[config.mk]
export PLATFORM = sky130hd
export DESIGN_NAME = clkdiv_multi
export DESIGN_NICKNAME = d
export VERILOG_FILES = /design/src/rtl/clkdiv_multi.sv
export SDC_FILE = /design/constraint.sdc
export NUM_CORES = 1
export LEC_CHECK = 0
export CAP_MARGIN = 20
export CORE_AREA = 2 2 233 235
export CTS_CLUSTER_SIZE = 16
export DETAILED_ROUTE_END_ITERATION = 10
export DIE_AREA = 0 0 235 237
export PLACE_DENSITY = 0.55
export RECOVER_POWER = 25
export SETUP_SLACK_MARGIN = 0.2
export SLEW_MARGIN = 30
export SYNTH_ARGS = -nofsm -noshare
export SYNTH_HDL_FRONTEND = slang
export SYNTH_SLANG_ARGS = --single-unit
[constraint.sdc]
create_clock -name clk_100MHz -period 13.3 [get_ports clk_100MHz]
set_input_delay 1.995 -clock clk_100MHz [delete_from_list [all_inputs] [get_ports clk_100MHz]]
set_output_delay 1.995 -clock clk_100MHz [all_outputs]
set_load 0.005 [all_outputs]
[src/rtl/clkdiv_multi.sv]
// clkdiv_multi: multi-channel tick generator.
// Each channel divides clk_100MHz by a runtime-reloadable divisor and produces
// a one-cycle enable pulse (tick) plus a square wave high for floor(D/2) of
// every D cycles. New divisors are staged in a shadow register and only take
// effect at the channel's terminal count, on sync_clr, or straight away when
// the channel is parked at divisor 0, so a period is never cut short or
// stretched. tick is meant to be used as a clock enable, never as a clock.
module clkdiv_multi #(
  parameter int unsigned NCH = 3,
  parameter int unsigned CW  = 32,
  parameter logic [NCH*CW-1:0] DIV_INIT = {32'd100_000, 32'd100_000_000, 32'd20_000_000},
  localparam int unsigned CHW = (NCH > 1) ? $clog2(NCH) : 1
) (
  input  logic           clk_100MHz,
  input  logic           rst_n,
  input  logic           en,
  input  logic           sync_clr,
  input  logic           cfg_we,
  input  logic [CHW-1:0] cfg_ch,
  input  logic [CW-1:0]  cfg_div,
  output logic [NCH-1:0] tick,
  output logic [NCH-1:0] sq,
  output logic [NCH-1:0] pend
);

  for (genvar g = 0; g < NCH; g++) begin : g_ch
    localparam logic [CW-1:0] INIT = DIV_INIT[g*CW +: CW];

    logic [CW-1:0] cnt;
    logic [CW-1:0] div_act;
    logic [CW-1:0] div_sh;
    logic          tick_q;
    logic          sq_q;
    logic          pend_q;

    logic          wr_hit;
    logic          div_zero;
    logic [CW-1:0] div_m1;
    logic          at_term;
    logic [CW-1:0] cnt_next;
    logic          sq_next;

    // Decode the shared config strobe, and derive terminal count and the next
    // square-wave level from the divisor currently in force. div_m1 is forced
    // to zero for a parked channel so the subtraction never wraps.
    always_comb begin
      wr_hit   = cfg_we && (cfg_ch == CHW'(g));
      div_zero = (div_act == '0);
      div_m1   = div_zero ? '0 : (div_act - CW'(1));
      at_term  = !div_zero && (cnt == div_m1);
      cnt_next = at_term ? '0 : (cnt + CW'(1));
      sq_next  = (cnt_next < (div_act >> 1));
    end

    // Per-channel divider. sync_clr wins over everything; a parked channel
    // (divisor 0) pulls in the shadow on every edge so it can be woken up
    // even with en low. A write landing on the same edge as a reload is not
    // consumed by it: the old shadow is applied and the new one stays pending.
    always_ff @(posedge clk_100MHz or negedge rst_n) begin
      if (!rst_n) begin
        cnt     <= '0;
        div_act <= INIT;
        div_sh  <= INIT;
        tick_q  <= 1'b0;
        sq_q    <= 1'b0;
        pend_q  <= 1'b0;
      end else begin
        if (sync_clr || div_zero) begin
          cnt     <= '0;
          tick_q  <= 1'b0;
          sq_q    <= 1'b0;
          div_act <= div_sh;
          pend_q  <= 1'b0;
        end else if (en) begin
          cnt    <= cnt_next;
          tick_q <= at_term;
          sq_q   <= sq_next;
          if (at_term) begin
            div_act <= div_sh;
            pend_q  <= 1'b0;
          end
        end else begin
          tick_q <= 1'b0;
        end

        if (wr_hit) begin
          div_sh <= cfg_div;
          pend_q <= 1'b1;
        end
      end
    end

    assign tick[g] = tick_q;
    assign sq[g]   = sq_q;
    assign pend[g] = pend_q;
  end

endmodule

==> summary.md, run 1 <==
| Metric | Value |
|---|---|
| Reg power frac | `0.413` |
| Crit path to | `g_ch[0].pend_q$_DFFE_PN0P_` |
| CP Launch Point | `rst_n` |
| Vias in the first global route | `approximately 17000` |
| Finished Core Util | `0.4376` |
| Clk buf depth | `3` |
| F_max | `between 100 and 150 MHz` |
| Slew margin rel. | `-2.848` |
| Status | `finished with violations` |
| MaxCap Viol Count | `1` |
| Final Cycle Share | `0.5265` |
| Largest net degree at the start of global routing | `100` |
| Buffers added on ports | `47` |
| Min-delay worst type | `flip-flop to flip-flop` |
| Lkg Pwr | `about 9.9 nW` |
| Sw Pwr | `a little over 1 mW` |
| Worst reg2reg path depth | `19` |
| Power share of the combinational group | `0.230` |
| First-pass GRT wire length | `~100000 um` |
| Die Area | `around 0.056 mm^2` |
| TNS Setup | `0 ps` |
| Die W | `~240 um` |
| H-tree depth | `2` |
| Crit-path max FO | `between 90 and 100` |
| Synth Warn # | `0` |
| Clk pin slew, worst setup/hold paths | `around 60 ps` |
| Gate Count Post-Synth | `2272` |
| Hold Buf Count CTS | `0` |
| Global route total overflow | `0` |
| Register area | `0.007497 mm^2` |
| Fraction of registers with async set/reset | `1.000` |
| Area of the multi-input gates | `about 0.013 mm^2` |
| Reg2Reg Setup Slack | `6820 ps` |
| Post-synth top flop | `dfrtp_1` |
| Antenna-violating nets left | `0` |
| Int Power | `between 1.5 and 2 mW` |
| Final Slew Violations | `100` |
| Critical Path AT | `approximately 7600 ps` |
| Final setup vio count | `0` |
| RSZ-0062 raised after global routing | `false` |
| Setup WS post-layout | `around 6300 ps` |
| Core area | `approximately 0.053 mm^2` |
| Io pins | `48` |
| Area grow syn2layout | `10.51%` |
| Post-synth EDFFs | `0` |
| CTS tree | `built` |
| Syn Std Cell Area | `0.02110 mm^2` |
| Post-DR wirelength/cell | `between 20 and 25 um` |
| Row count | `85` |
| Startpoint types | `primary input` |
| Pre-CTS setup slack | `between 6000 and 7000 ps` |
| Final Hold Viols | `0` |
| Yosys cell types | `90` |
| DRT iter0 DRCs | `around 1400` |
| Post-route minimum period | `about 7000 ps` |
| Sw frac | `0.3389` |
| Clk sinks | `between 200 and 300` |
| Fraction of layout cells with a size suffix above 1 | `0.1405` |
| Resized cells post-CTS | `0` |
| Ant. Diodes | `0` |
| R2R Path Start | `g_ch[0].div_act[1]$_DFFE_PN0P_` |
| DR vias | `17640` |
| Register area share after synthesis | `0.3553` |
| Failing checks | `capacitance limit, slew limit` |
| Initial antenna violation count | `1` |
| Fill count | `roughly 5100` |
| Worst-Skew Late Latency | `580 ps` |
| R2r endpoint | `g_ch[0].sq_q$_DFFE_PN0P_` |
| DPL Wire Length | `between 50000 and 60000 um` |
| Number of buffers created by CTS | `37` |
| Drt via density | `approximately 6.0` |
| Clock share of power | `0.357` |
| Height of the die | `237 um` |
| Pwr/cell area | `129.3 mW/mm^2` |
| Clk_skew | `31.63 ps` |
| Routability cong. | `approximately 0.94` |
| Initial Util | `0.3960` |
| Residual DRC | `0` |
| Critical path capture point type | `async pin` |
| Max VDD drop | `roughly 0.10 mV` |
| Syn_area_per_cell | `9.287 um^2` |
| Final WL | `around 68000 um` |
| 1st-pass router iterations | `5` |
| Worst path required time | `between 10000 and 15000 ps` |
| Clk root buf | `clkbuf_16` |
| Post CTS Setup Buffer Count | `0` |
| Gr usage total | `0.2401` |
| Fin nets | `roughly 2400` |
| Synthesized Nets | `approximately 2400` |
| WS Path Type | `primary input to async pin` |
| Measured slew at the worst slew-check pin | `around 5800 ps` |
| FF+latch count, synth | `297` |
==> worst min-delay path by stage <==
| stage | start | endpoint | slack (ps) | depth (start not counted) |
|---|---|---|---|---|
| after floorplan | g_ch[0].pend_q$_DFFE_PN0P_ | g_ch[0].pend_q$_DFFE_PN0P_ | 450 | 1 |
| after global placement | g_ch[0].pend_q$_DFFE_PN0P_ | g_ch[0].pend_q$_DFFE_PN0P_ | 460 | 1 |
| after detailed placement | g_ch[2].div_sh[23]$_DFFE_PN0P_ | g_ch[2].div_act[23]$_DFFE_PN0P_ | 470 | 1 |
| after CTS | g_ch[1].div_sh[2]$_DFFE_PN0P_ | g_ch[1].div_act[2]$_DFFE_PN0P_ | 490 | 1 |
| after global routing | g_ch[1].div_sh[2]$_DFFE_PN0P_ | g_ch[1].div_act[2]$_DFFE_PN0P_ | 510 | 1 |
| final | g_ch[2].div_sh[29]$_DFFE_PN0P_ | g_ch[2].div_act[29]$_DFFE_PN0P_ | 480 | 1 |
==> flip-flops by register name, indices dropped and copies added (netlist names) <==
register / flops
g_ch.sq_q: 3
g_ch.tick_q: 3
g_ch.cnt: 96
g_ch.div_act: 96
g_ch.div_sh: 96
g_ch.pend_q: 3
==> worst max-delay path: stages <==
cell and delay [ps]:
clkbuf_1 3950, buf_6 790, buf_4 720
==> layout make-up <==
type | instances | area share
clock buffers | 44 | 0.04341
clock inverters | 24 | 0.01277
inverters | 120 | 0.01932
multi-input cells | 1705 | 0.5367
flip-flops and latches | 297 | 0.3215
well taps | 696 | 0.03735
repair buffers | 74 | 0.02892
==> through the flow <==
step / hold slack [ps] / power, mW / std cells / area [um^2]
6_report: 484.5 / 3.014 / 2960 / 23320
3_3_place_gp: 463.1 / 1.932 / 2892 / 22010
4_1_cts: 489.0 / 3.042 / 2960 / 23320
5_1_grt: 511.7 / 3.175 / 2960 / 23320
2_1_floorplan: 451.0 / 1.680 / 2272 / 21100
3_5_place_dp: 472.5 / 1.943 / 2892 / 22010
==> cells by family after synthesis <==
group	share of synthesized area
buffers and inverters	0.05384
xor gates and xnor gates	0.07104
and+or+nand+nor	0.2050
muxes	0.1123
DFF	0.3553
adders and majority gates	0.05693
AOI/OAI and AO/OA	0.1456
==> cells in the final DEF (no fill, tap or decap), types with 43 or more instances in the layout <==
master and count:
a21o_1 61, a21oi_1 74, a22o_1 43, clkdlybuf4s50_1 46
dfrtp_1 245, dfstp_2 52, ha_1 96, inv_1 117
mux2_1 64, mux2_2 97, nand2_1 121, nand3_1 88
nand4_1 80, nor2_1 197, nor3_1 52, nor4_1 55
o21ai_0 53, xnor2_1 109, xor2_1 57
==> power groups by stage <==
stage / registers [mW] / clock network, mW / logic [mW]
final: 1.24 / 1.08 / 0.694
after global routing: 1.27 / 1.15 / 0.761
after CTS: 1.24 / 1.11 / 0.689
after detailed placement: 1.26 / 0 / 0.683
after global placement: 1.25 / 0 / 0.678
after floorplan: 1.16 / 0 / 0.518
==> routing by layer <==
metal  GRT usage  wire [um]  vias up
li1            -          -     8246
met1      0.3416      32050     8775
met2      0.3780      30160      503
met3     0.03194       3310      112
met4     0.07537       2038        0
met5           0          0        -
==> cell usage after synthesis, types with 16 or more instances <==
library cell    n  area (um^2)
or3_1          37        231.5
dfrtp_1       245         6131
xnor2_1       109        954.7
or4_1          21        157.7
nand3_1        88        440.4
inv_1         117        439.2
a211oi_1       28        210.2
or2_2          17        106.4
o21ai_0        53        265.3
nor4_1         57        356.6
o31ai_1        29        217.7
and2_1         16        100.1
a22o_1         43        376.6
a21o_1         61        457.9
nor2b_1        18        112.6
and3_1         26        162.7
nand4_1        80        500.5
xor2_1         57        499.2
buf_4          16        120.1
nand2_1       121        454.2
nand2b_1       18        112.6
ha_1           96         1201
a21oi_1        74        370.4
nor2_1        199        747.0
clkbuf_1      104        390.4
dfstp_2        52         1366
mux2_1         64        720.7
mux2_4         29        435.4
nor3_1         57        285.3
mux2_2         97         1092
No activity file was read; power rests on OpenSTA's default activity.
==> inputs of run 2 (changes only) <==
--- a/config.mk
+++ b/config.mk
@@ -10,7 +10,7 @@
 export CTS_CLUSTER_SIZE = 16
 export DETAILED_ROUTE_END_ITERATION = 10
 export DIE_AREA = 0 0 235 237
-export PLACE_DENSITY = 0.55
+export PLACE_DENSITY = 0.57
 export RECOVER_POWER = 25
 export SETUP_SLACK_MARGIN = 0.2
 export SLEW_MARGIN = 30
==> constraint.sdc (replaced) <==
create_clock -name clk_100MHz -period 5.69 [get_ports clk_100MHz]
set_input_delay 0.8535 -clock clk_100MHz [delete_from_list [all_inputs] [get_ports clk_100MHz]]
set_output_delay 0.8535 -clock clk_100MHz [all_outputs]
set_load 0.005 [all_outputs]
==> run 2 against run 1 <==
  * The run still ends with capacitance limit, slew limit left
  * Clock skew is 1.6 ps lower
  * Final cell count increased by 5.4%
  * Clock power grew 130%
  * Critical path type is now flip-flop to flip-flop
  * Critical endpoint is now g_ch[1].sq_q$_DFFE_PN0P_
  * Largest cell class unchanged
==> summary.md, run 2 (same netlist as run 1, synthesis figures left out) <==
| Metric | Value |
|---|---|
| R2r endpoint | `g_ch[1].sq_q$_DFFE_PN0P_` |
| Critical Path AT | `5840 ps (-1770 ps)` |
| H-tree depth | `2 (unchanged)` |
| Most frequent cells in the layout | `dfrtp_1, nor2_1, buf_4, nand2_1, inv_1` |
| Post-DR wirelength/cell | `22.49 um (-1.5%)` |
| Fraction of layout cells with a size suffix above 1 | `0.2174 (+0.07695)` |
| Max VDD drop | `0.2022 mV (+96%)` |
| Final Non-Filler Cells | `3120 (+5.4%)` |
| F_max | `187.1 MHz` |
| Slew margin rel. | `-1.179 (+1.669)` |
| Clk buf depth | `3 (unchanged)` |
| Crit-path max FO | `7 (-93%)` |
| Post-route minimum period | `approximately 5300 ps` |
| Register area | `0.007497 mm^2 (unchanged)` |
| DPL Wire Length | `53290 um (+4.4%)` |
| Dpl cells | `3022 (+4.5%)` |
| Reg2Reg Setup Slack | `340 ps (-6480 ps)` |
| Routability cong. | `0.9858 (+4.4%)` |
| Startpoint types | `flip-flop` |
| Row count | `85 (unchanged)` |
| MaxCap Viol Count | `1 (unchanged)` |
| Clk pin slew, worst setup/hold paths | `70 ps (about the same)` |
| Buffers added on ports | `47 (unchanged)` |
| DRT iter0 DRCs | `1357 (-2.9%)` |
| Initial antenna violation count | `1 (unchanged)` |
| Final setup vio count | `0 (unchanged)` |
| Ant. Diodes | `0 (unchanged)` |
| Worst path required time | `6190 ps (-7720 ps)` |
| Min-delay worst type | `flip-flop to flip-flop` |
| Largest net degree at the start of global routing | `154 (+54%)` |
| Hold path depth | `1 (unchanged)` |
| Final Cycle Share | `0.9395` |
| 1st-pass router iterations | `5 (unchanged)` |
| Status | `finished with violations` |
| Drt via density | `5.902 (-0.94%)` |
| HP Start | `g_ch[2].div_sh[31]$_DFFE_PN0P_` |
| Area of the multi-input gates | `0.01289 mm^2 (+3.0%)` |
| DR vias | `18420 (+4.4%)` |
| RSZ-0062 raised after global routing | `true` |
| Io pins | `48 (unchanged)` |
| Pwr/cell area | `291.5 mW/mm^2 (+130%)` |
| Final WL | `70160 um (+3.8%)` |
| Vias in the first global route | `17790 (+4.9%)` |
| WS Path Type | `flip-flop to flip-flop` |
| Residual DRC | `0 (unchanged)` |
| Measured slew at the worst slew-check pin | `3268 ps (-2503 ps)` |
| Global route total overflow | `0 (unchanged)` |
| Area grow syn2layout | `18.26%` |
| Fin nets | `2530 (+6.8%)` |
| Clk root buf | `clkbuf_16` |
| Die Area | `0.05570 mm^2 (unchanged)` |
| Worst-Skew Late Latency | `580 ps (about the same)` |
| Clk_skew | `30.06 ps (-1.574 ps)` |
| Lkg Pwr | `10.83 nW (+9.0%)` |
| Fill count | `5036 (-1.9%)` |
| Worst Hold End | `g_ch[2].div_act[31]$_DFFE_PN0P_` |
| Die W | `235 um (unchanged)` |
| Clk sinks | `297 (unchanged)` |
| Gr usage total | `0.2446 (+0.004574)` |
| Initial Util | `0.3960 (unchanged)` |
| Hold Buf Count CTS | `0 (unchanged)` |
| Core area | `0.05328 mm^2 (unchanged)` |
| Worst reg2reg path depth | `22 (+3)` |
| Largest registers | `g_ch.cnt (96), g_ch.div_act (96), g_ch.div_sh (96)` |
| Failing checks | `capacitance limit, slew limit` |
| Height of the die | `237 um (unchanged)` |
| TNS Setup | `0 ps (unchanged)` |
| R2R Path Start | `g_ch[1].div_act[23]$_DFFE_PN1P_` |
| First-pass GRT wire length | `107100 um (+2.3%)` |
| Commonest non-fill, non-tap cell in the layout | `dfrtp_1` |
| Antenna-violating nets left | `0 (unchanged)` |
| CTS tree | `built` |
| Final Hold Viols | `0 (unchanged)` |
| Number of buffers created by CTS | `37 (unchanged)` |
| Critical path capture point type | `flip-flop` |
| Final Slew Violations | `53 (-47%)` |
-- run 2: timing repair --
| action | 4_1_cts | 5_1_grt |
|---|---|---|
| resized for setup | 17 | 71 |
| pin swaps | 1 | 38 |
| cloned | 0 | 2 |
| setup buffers | 0 | 28 |
| endpoints found under the setup margin | 2 | 3 |
-- run 2: power by group --
part           internal [mW]  leakage, nW  switching, mW  total (mW)
Clock                   1.48        0.621           1.01        2.49
Sequential              2.47         3.66          0.390        2.86
Combinational          0.872         6.55           1.05        1.92
Total                   4.83         10.8           2.45        7.27
-- run 2: area by class of cell --
type	count	share of cell area
Clock buffer	51	0.04162
Multi-Input combinational cell	1705	0.5166
Sequential cell	297	0.3005
Tap cell	696	0.03490
Timing Repair Buffer	234	0.07847
Clock inverter	17	0.009928
Inverter	120	0.01805
-- run 2: per-layer routing --
metal | global-route usage | share of wire | up-vias
met4 | 0.06578 | 0.027 | 0
met5 | 0 | 0 | -
met3 | 0.03148 | 0.053 | 113
met2 | 0.3851 | 0.45 | 557
met1 | 0.3530 | 0.47 | 9169
li1 | - | - | 8576
-- run 2: through the flow --
stage	total power, mW	utilization	hold WS, ps	cell area, um^2	setup WS, ps
2_1_floorplan	3.927	-	451.0	21110	261.7
3_3_place_gp	4.663	0.4321	458.0	23030	-129.2
3_5_place_dp	4.689	0.4321	466.1	23030	-33.66
4_1_cts	7.248	0.4579	212.6	24400	194.2
5_1_grt	7.656	0.4683	503.7	24950	119.3
6_report	7.275	0.4683	468.4	24950	344.2
-- run 2: how the worst max path moves through the flow --
stage	start	to	slack [ps]	depth (start not counted)
detailed placement	g_ch[1].div_act[1]$_DFFE_PN0P_	g_ch[1].sq_q$_DFFE_PN0P_	-30	21
floorplan	g_ch[1].div_act[5]$_DFFE_PN0P_	g_ch[1].sq_q$_DFFE_PN0P_	260	22
global placement	g_ch[1].div_act[1]$_DFFE_PN0P_	g_ch[1].sq_q$_DFFE_PN0P_	-130	21
finish	g_ch[1].div_act[23]$_DFFE_PN1P_	g_ch[1].sq_q$_DFFE_PN0P_	340	22
CTS	g_ch[1].div_act[14]$_DFFE_PN1P_	g_ch[1].sq_q$_DFFE_PN0P_	190	23
global route	g_ch[1].div_act[23]$_DFFE_PN1P_	g_ch[1].sq_q$_DFFE_PN0P_	120	23
-- run 2: worst max-delay path, stage by stage (launching register included) --
cell       delay, ps
dfstp_2          390
nor4_2           260
buf_4            170
nand4_1          170
or4_4            630
and3_4           200
or4b_4           480
a22oi_2          180
nand4_1          190
nor2_4           190
buf_8            140
a21oi_1           50
ha_1             310
a21o_1           180
a21o_1           190
a21oi_2          130
nor2_1            70
a2111oi_2        280
buf_4            170
nand3_1           60
or4_1            520
o22a_1           190
a21oi_2          100
